--- src/rtl/exec_sched_ctrl.sv ---
// rtl/exec_sched_ctrl.sv - execute-stage issue scheduler and ePipe sequencer
//
// Accepts one decoded instruction at a time, sequences vector beats, holds
// memory ops until acknowledged or timed out, resolves conditional jumps and
// drives the ePipe load/flush controls. An end instruction halts until reset.
//
// Ports:
//   clk_i, rst_i (async, active-low)
//   issue_valid_i / issue_ready_o     decode handshake
//   en_alu_int_i, en_alu_vec_i, en_mem_i, en_jump_i, en_swap_i,
//   flag_end_i, flag_nop_i, mem_read_i, mem_write_i, cond_i,
//   jump_addr_i, alu_flags_i          decoded instruction fields
//   mem_ack_i                         memory completion
//   pipe_en_o, pipe_flush_o           ePipe load / flush
//   vec_beat_o, vec_last_o, lane_idx_o vector beat sequencing
//   mem_req_o, mem_we_o               memory request level and direction
//   jump_take_o, jump_addr_o          taken-jump pulse and target
//   flags_o, halted_o, mem_err_o      architectural flags and sticky status
module exec_sched_ctrl #(
  parameter int VECT_LANES  = 3,
  parameter int VECT_SIZE   = 8,
  parameter int JADDR_W     = 10,
  parameter int MEM_TIMEOUT = 15
) (
  input  logic                          clk_i,
  input  logic                          rst_i,
  input  logic                          issue_valid_i,
  output logic                          issue_ready_o,
  input  logic                          en_alu_int_i,
  input  logic                          en_alu_vec_i,
  input  logic                          en_mem_i,
  input  logic                          en_jump_i,
  input  logic                          en_swap_i,
  input  logic                          flag_end_i,
  input  logic                          flag_nop_i,
  input  logic                          mem_read_i,
  input  logic                          mem_write_i,
  input  logic [1:0]                    cond_i,
  input  logic [JADDR_W-1:0]            jump_addr_i,
  input  logic [3:0]                    alu_flags_i,
  input  logic                          mem_ack_i,
  output logic                          pipe_en_o,
  output logic                          pipe_flush_o,
  output logic                          vec_beat_o,
  output logic                          vec_last_o,
  output logic [$clog2(VECT_SIZE)-1:0]  lane_idx_o,
  output logic                          mem_req_o,
  output logic                          mem_we_o,
  output logic                          jump_take_o,
  output logic [JADDR_W-1:0]            jump_addr_o,
  output logic [3:0]                    flags_o,
  output logic                          halted_o,
  output logic                          mem_err_o
);

  localparam int BEATS  = (VECT_SIZE + VECT_LANES - 1) / VECT_LANES;
  localparam int LIDX_W = $clog2(VECT_SIZE);
  localparam int BCNT_W = (BEATS > 1) ? $clog2(BEATS) : 1;
  localparam int TMR_W  = (MEM_TIMEOUT > 1) ? $clog2(MEM_TIMEOUT) : 1;

  typedef enum logic [1:0] {
    S_IDLE     = 2'd0,
    S_VEC      = 2'd1,
    S_MEM_WAIT = 2'd2,
    S_HALT     = 2'd3
  } state_t;

  typedef enum logic [2:0] {
    OP_END, OP_NOP, OP_JUMP, OP_MEM, OP_VEC, OP_INT
  } op_class_t;

  state_t              state_q, state_d;
  op_class_t           op_class;
  logic                accept;
  logic                jump_cond;
  logic [BCNT_W-1:0]   beat_q, beat_d, beat_nxt;
  logic [TMR_W-1:0]    timer_q, timer_d;

  logic                pipe_en_d, pipe_flush_d, vec_beat_d, vec_last_d;
  logic [LIDX_W-1:0]   lane_idx_d;
  logic                mem_req_d, mem_we_d, jump_take_d, halted_d, mem_err_d;
  logic [JADDR_W-1:0]  jump_addr_d;
  logic [3:0]          flags_d;

  // Direction comes from mem_write_i alone; a read-only op is simply we=0.
  wire unused_inputs = &{1'b0, mem_read_i};

  assign issue_ready_o = (state_q == S_IDLE);
  assign accept        = issue_valid_i & issue_ready_o;
  assign beat_nxt      = beat_q + BCNT_W'(1);

  // Decode priority: end > nop > jump > mem > vec > int/swap; nothing set acts as nop.
  always_comb begin
    op_class = OP_NOP;
    if (flag_end_i)                      op_class = OP_END;
    else if (flag_nop_i)                 op_class = OP_NOP;
    else if (en_jump_i)                  op_class = OP_JUMP;
    else if (en_mem_i)                   op_class = OP_MEM;
    else if (en_alu_vec_i)               op_class = OP_VEC;
    else if (en_alu_int_i | en_swap_i)   op_class = OP_INT;
  end

  // Condition uses the flags register as it stands, never a same-cycle update.
  always_comb begin
    jump_cond = 1'b1;
    case (cond_i)
      2'b00:   jump_cond = 1'b1;
      2'b01:   jump_cond = flags_o[2];
      2'b10:   jump_cond = ~flags_o[2];
      default: jump_cond = flags_o[3];
    endcase
  end

  // State register
  always_ff @(posedge clk_i or negedge rst_i) begin
    if (!rst_i) state_q <= S_IDLE;
    else        state_q <= state_d;
  end

  // Next-state logic
  always_comb begin
    state_d = state_q;
    case (state_q)
      S_IDLE: begin
        if (accept) begin
          case (op_class)
            OP_END:  state_d = S_HALT;
            OP_MEM:  state_d = S_MEM_WAIT;
            OP_VEC:  state_d = S_VEC;
            default: state_d = S_IDLE;
          endcase
        end
      end
      S_VEC: begin
        if (beat_q == BCNT_W'(BEATS - 1)) state_d = S_IDLE;
      end
      S_MEM_WAIT: begin
        if (mem_ack_i || timer_q == TMR_W'(MEM_TIMEOUT - 1)) state_d = S_IDLE;
      end
      default: state_d = S_HALT;
    endcase
  end

  // Output logic: next values of the registered outputs and counters
  always_comb begin
    pipe_en_d    = 1'b0;
    pipe_flush_d = 1'b0;
    vec_beat_d   = 1'b0;
    vec_last_d   = 1'b0;
    lane_idx_d   = '0;
    mem_req_d    = 1'b0;
    mem_we_d     = 1'b0;
    jump_take_d  = 1'b0;
    jump_addr_d  = jump_addr_o;
    flags_d      = flags_o;
    halted_d     = halted_o;
    mem_err_d    = mem_err_o;
    beat_d       = '0;
    timer_d      = '0;
    case (state_q)
      S_IDLE: begin
        if (accept) begin
          case (op_class)
            OP_END: halted_d = 1'b1;
            OP_INT: begin
              pipe_en_d = 1'b1;
              if (en_alu_int_i) flags_d = alu_flags_i;
            end
            OP_JUMP: begin
              if (jump_cond) begin
                jump_take_d  = 1'b1;
                pipe_flush_d = 1'b1;
                jump_addr_d  = jump_addr_i;
              end
            end
            OP_MEM: begin
              mem_req_d = 1'b1;
              mem_we_d  = mem_write_i;
            end
            OP_VEC: begin
              vec_beat_d = 1'b1;
              // A single-beat vector is its own last beat.
              vec_last_d = (BEATS == 1);
              pipe_en_d  = (BEATS == 1);
            end
            default: ;
          endcase
        end
      end
      S_VEC: begin
        if (beat_q != BCNT_W'(BEATS - 1)) begin
          beat_d     = beat_nxt;
          vec_beat_d = 1'b1;
          lane_idx_d = lane_idx_o + LIDX_W'(VECT_LANES);
          vec_last_d = (beat_nxt == BCNT_W'(BEATS - 1));
          pipe_en_d  = (beat_nxt == BCNT_W'(BEATS - 1));
        end
      end
      S_MEM_WAIT: begin
        // An ack on the final timeout cycle still counts as success.
        if (mem_ack_i) begin
          pipe_en_d = 1'b1;
        end else if (timer_q == TMR_W'(MEM_TIMEOUT - 1)) begin
          mem_err_d    = 1'b1;
          pipe_flush_d = 1'b1;
        end else begin
          mem_req_d = 1'b1;
          mem_we_d  = mem_we_o;
          timer_d   = timer_q + TMR_W'(1);
        end
      end
      default: ;
    endcase
  end

  // Registered outputs and counters
  always_ff @(posedge clk_i or negedge rst_i) begin
    if (!rst_i) begin
      pipe_en_o    <= 1'b0;
      pipe_flush_o <= 1'b0;
      vec_beat_o   <= 1'b0;
      vec_last_o   <= 1'b0;
      lane_idx_o   <= '0;
      mem_req_o    <= 1'b0;
      mem_we_o     <= 1'b0;
      jump_take_o  <= 1'b0;
      jump_addr_o  <= '0;
      flags_o      <= '0;
      halted_o     <= 1'b0;
      mem_err_o    <= 1'b0;
      beat_q       <= '0;
      timer_q      <= '0;
    end else begin
      pipe_en_o    <= pipe_en_d;
      pipe_flush_o <= pipe_flush_d;
      vec_beat_o   <= vec_beat_d;
      vec_last_o   <= vec_last_d;
      lane_idx_o   <= lane_idx_d;
      mem_req_o    <= mem_req_d;
      mem_we_o     <= mem_we_d;
      jump_take_o  <= jump_take_d;
      jump_addr_o  <= jump_addr_d;
      flags_o      <= flags_d;
      halted_o     <= halted_d;
      mem_err_o    <= mem_err_d;
      beat_q       <= beat_d;
      timer_q      <= timer_d;
    end
  end

endmodule

--- config.mk ---
export PLATFORM = sky130hd
export DESIGN_NAME = exec_sched_ctrl
export DESIGN_NICKNAME = d
export VERILOG_FILES = /design/src/rtl/exec_sched_ctrl.sv
export SDC_FILE = /design/constraint.sdc
export NUM_CORES = 1
export LEC_CHECK = 0
export CAP_MARGIN = 20
export CORE_MARGIN = 5
export CORE_UTILIZATION = 27
export DETAILED_ROUTE_END_ITERATION = 7
export PLACE_DENSITY_LB_ADDON = 0.25
export SLEW_MARGIN = 20
export SYNTH_ARGS = -nofsm -noshare
export SYNTH_HDL_FRONTEND = slang
export SYNTH_SLANG_ARGS = --single-unit
--- constraint.sdc ---
create_clock -name clk_i -period 2.6 [get_ports clk_i]
set_input_delay 0.52 -clock clk_i [delete_from_list [all_inputs] [get_ports clk_i]]
set_output_delay 0.52 -clock clk_i [all_outputs]
set_load 0.05 [all_outputs]
==> results.cfg <==
[cells_and_area]
final_cell_mix = clkdlybuf4s50_1 (54), dfrtp_1 (33), inv_1 (9), mux2_2 (9)
final_util = 0.4134
drive_gt1_frac = 0.2045
area_growth_pct = 49.88
fin_nets = 211
fin_area_mm2 = 0.002248
layout_commonest_cell = clkdlybuf4s50_1
fill_cells = 515
diodes = 0
fin_cells = 248

[timing]
worstMarginPinSlew_ns = 0.5434
hold_viol_final = 0
whs_ns = 0.4623
setup_viol = 0
fin_crit_sh = 0.8913
setup_tns_ns = 0
relSlewSlack = 0.6339
setup_slack_ns = 0.2826
period_needed_ns = 2.317
finClkSkew_ns = 0.009187
finalMaxSlewViolations = 0
fmax_ghz = 0.4315
rsz0062_at_grt = false

[detailed_routing]
drtIter0Drc = 28
routedWlPerCell_um = 13.27
vias = 1074
viasPerCell = 4.331
wirelength_um = 3292
route.detailed.drc = 0
drtPass1Iterations = 4
postRouteAntennaNets = 0

[critical_path]
critPathSlowestCell = clkdlybuf4s50_1
slowest_delay_ns = 0.81
required_ns = 2.08
cp.buffers_inverters = 2
worst_ep_arrival_time_ns = 1.80
crit_chain = inv_1 -> ha_1 -> clkdlybuf4s50_1
crit_family = buffers and inverters
critical_path.max_fanout = 4
end_kind = primary output
crit_type = flop to primary output
cp-start-kind = flop

[clock_tree]
cts_tree = yes
clk_pin_slew_ns = 0.07
cts_max_path_buffers = 2
post_cts_resized = 0
cts.sinks = 33
htree_levels = 2
cts_root_buf = clkbuf_8
holdBufCountCts = 0
clk_latency_ns = 0.28
cts_setup_buffers = 0
numCtsBuffers = 5

[power_and_ir_drop]
power_frac_seq = 0.332
peakVddDrop_v = 0.0003782
p_int_mw = 1.296
p_switching_mw = 0.9387
clock_power_share = 0.169
switching_share = 0.4201
p_total_mw = 2.234
p_leak_nw = 0.9802
cellPowerDensity_mw_per_mm2 = 993.8
combPwrFrac = 0.500

[placement]
gp_congestion = 0.7726
portBuffers = 54
dpl_cell_area_mm2 = 0.002162
dp_slack_ns = 0.2851
placedCellCount = 240
dpl.hpwl_um = 2531

[yosys]
seq_area_frac_synth = 0.5505
syn_avg_cell_area_um2 = 13.52
syn-num-nets = 147
syn_inst = 111
yosysWarnings = 0
synth_cell_type_count = 29
synth_area_leaders = dfrtp_1 (55%), mux2_4 (8.0%), mux2_2 (6.8%)
netlist_area_mm2 = 0.001500
synth_seq_cells = 33
netlist.area_leader.share = 0.5505
yosysTopAreaCell = dfrtp_1

[floorplanning]
io_pins = 56
initial_core_util = 0.2758
die_h_um = 84.54
core_area_mm2 = 0.005439
die_x_um = 84.54
placement_rows = 27
die_area_mm2 = 0.007147

[grt]
grt_max_degree = 34
gr-total-overflow = 0
grt_pass1_wl_um = 5678
antenna_found_initial = 0
gr-usage-all-layers = 0.09865
grt_pass1_vias = 1231

[min_path]
hp-class = flop to flop

[job]
cap_violations = 0

[outcome]
status = complete, no violations
-- cell type report --
class | count | area, um2 | share of cell area
Clock inverter | 3 | 17.52 | 0.007791
Clock buffer | 5 | 68.82 | 0.03061
Tap cell | 72 | 90.09 | 0.04007
Timing Repair Buffer | 58 | 583.1 | 0.2593
Multi-Input combinational cell | 68 | 629.4 | 0.2799
Sequential cell | 33 | 825.8 | 0.3673
Inverter | 9 | 33.78 | 0.01503
-- kinds of logic after synthesis --
kind of cell / count (synthesis) / synth area share
AND/OR/NAND/NOR: 25 / 0.1218
XOR/XNOR: 3 / 0.01752
buffers and inverters: 10 / 0.03002
multiplexers: 18 / 0.1543
flip-flops: 33 / 0.5505
AO/OA/AOI/OAI: 15 / 0.06755
adder cells (fa/ha/maj): 7 / 0.05838
-- routing by layer --
layer	vias up	global-route usage	routed length (um)
met3	2	0.05397	331
met1	519	0.1101	1403
met2	41	0.1658	1538
met4	0	0.02158	19
li1	512	-	-
met5	-	0	0
-- power by group through the flow --
stage	sequential, mW	combinational (mW)	clock (mW)
final	0.741	1.12	0.377
after global routing	0.767	1.19	0.422
after CTS	0.745	1.13	0.402
after detailed placement	0.753	1.12	0
after global placement	0.742	1.11	0
after floorplan	1.13	0.353	0
-- synthesized netlist by cell type --
library cell,n
a211oi_2,1
a21oi_1,3
a31o_2,1
a31oi_1,3
and2b_2,1
and3_1,2
buf_6,1
dfrtp_1,33
ha_1,7
inv_1,9
mux2_2,9
mux2_4,8
mux2i_1,1
nand2b_1,4
nand3_1,2
nand3_2,1
nand4bb_4,1
nor2_1,8
nor3_1,2
nor3b_1,1
nor3b_2,1
nor4_4,1
o21ai_0,3
o21bai_1,2
o311ai_0,1
o31ai_1,1
or2b_1,1
xnor2_1,1
xor2_1,2
-- worst paths after layout --
| check | cells past startpoint | slack, ns | from | to |
|---|---|---|---|---|
| max | 3 | 0.28 | state_q[0]$_DFFE_PN0P_ | issue_ready_o |
| min | 1 | 0.46 | lane_idx_o[0]$_DFF_PN0_ | lane_idx_o[0]$_DFF_PN0_ |
| max reg2reg | 7 | 0.62 | state_q[0]$_DFFE_PN0P_ | jump_addr_o[2]$_DFFE_PN0P_ |
| min reg2reg | 1 | 0.46 | lane_idx_o[0]$_DFF_PN0_ | lane_idx_o[0]$_DFF_PN0_ |
| max in group asynchronous | 2 | 1.64 | rst_i | jump_take_o$_DFF_PN0_ |
| min in group asynchronous | 2 | 0.63 | rst_i | halted_o$_DFFE_PN0P_ |
-- sequential cells by signal, summed over array words and instances (netlist names) --
signal,cells
jump_addr_o,10
flags_o,4
timer_q,4
lane_idx_o,3
beat_q,2
state_q,2
halted_o,1
jump_take_o,1
mem_err_o,1
mem_req_o,1
mem_we_o,1
pipe_en_o,1
pipe_flush_o,1
vec_beat_o,1
No activity file was read; power rests on OpenSTA's default activity.
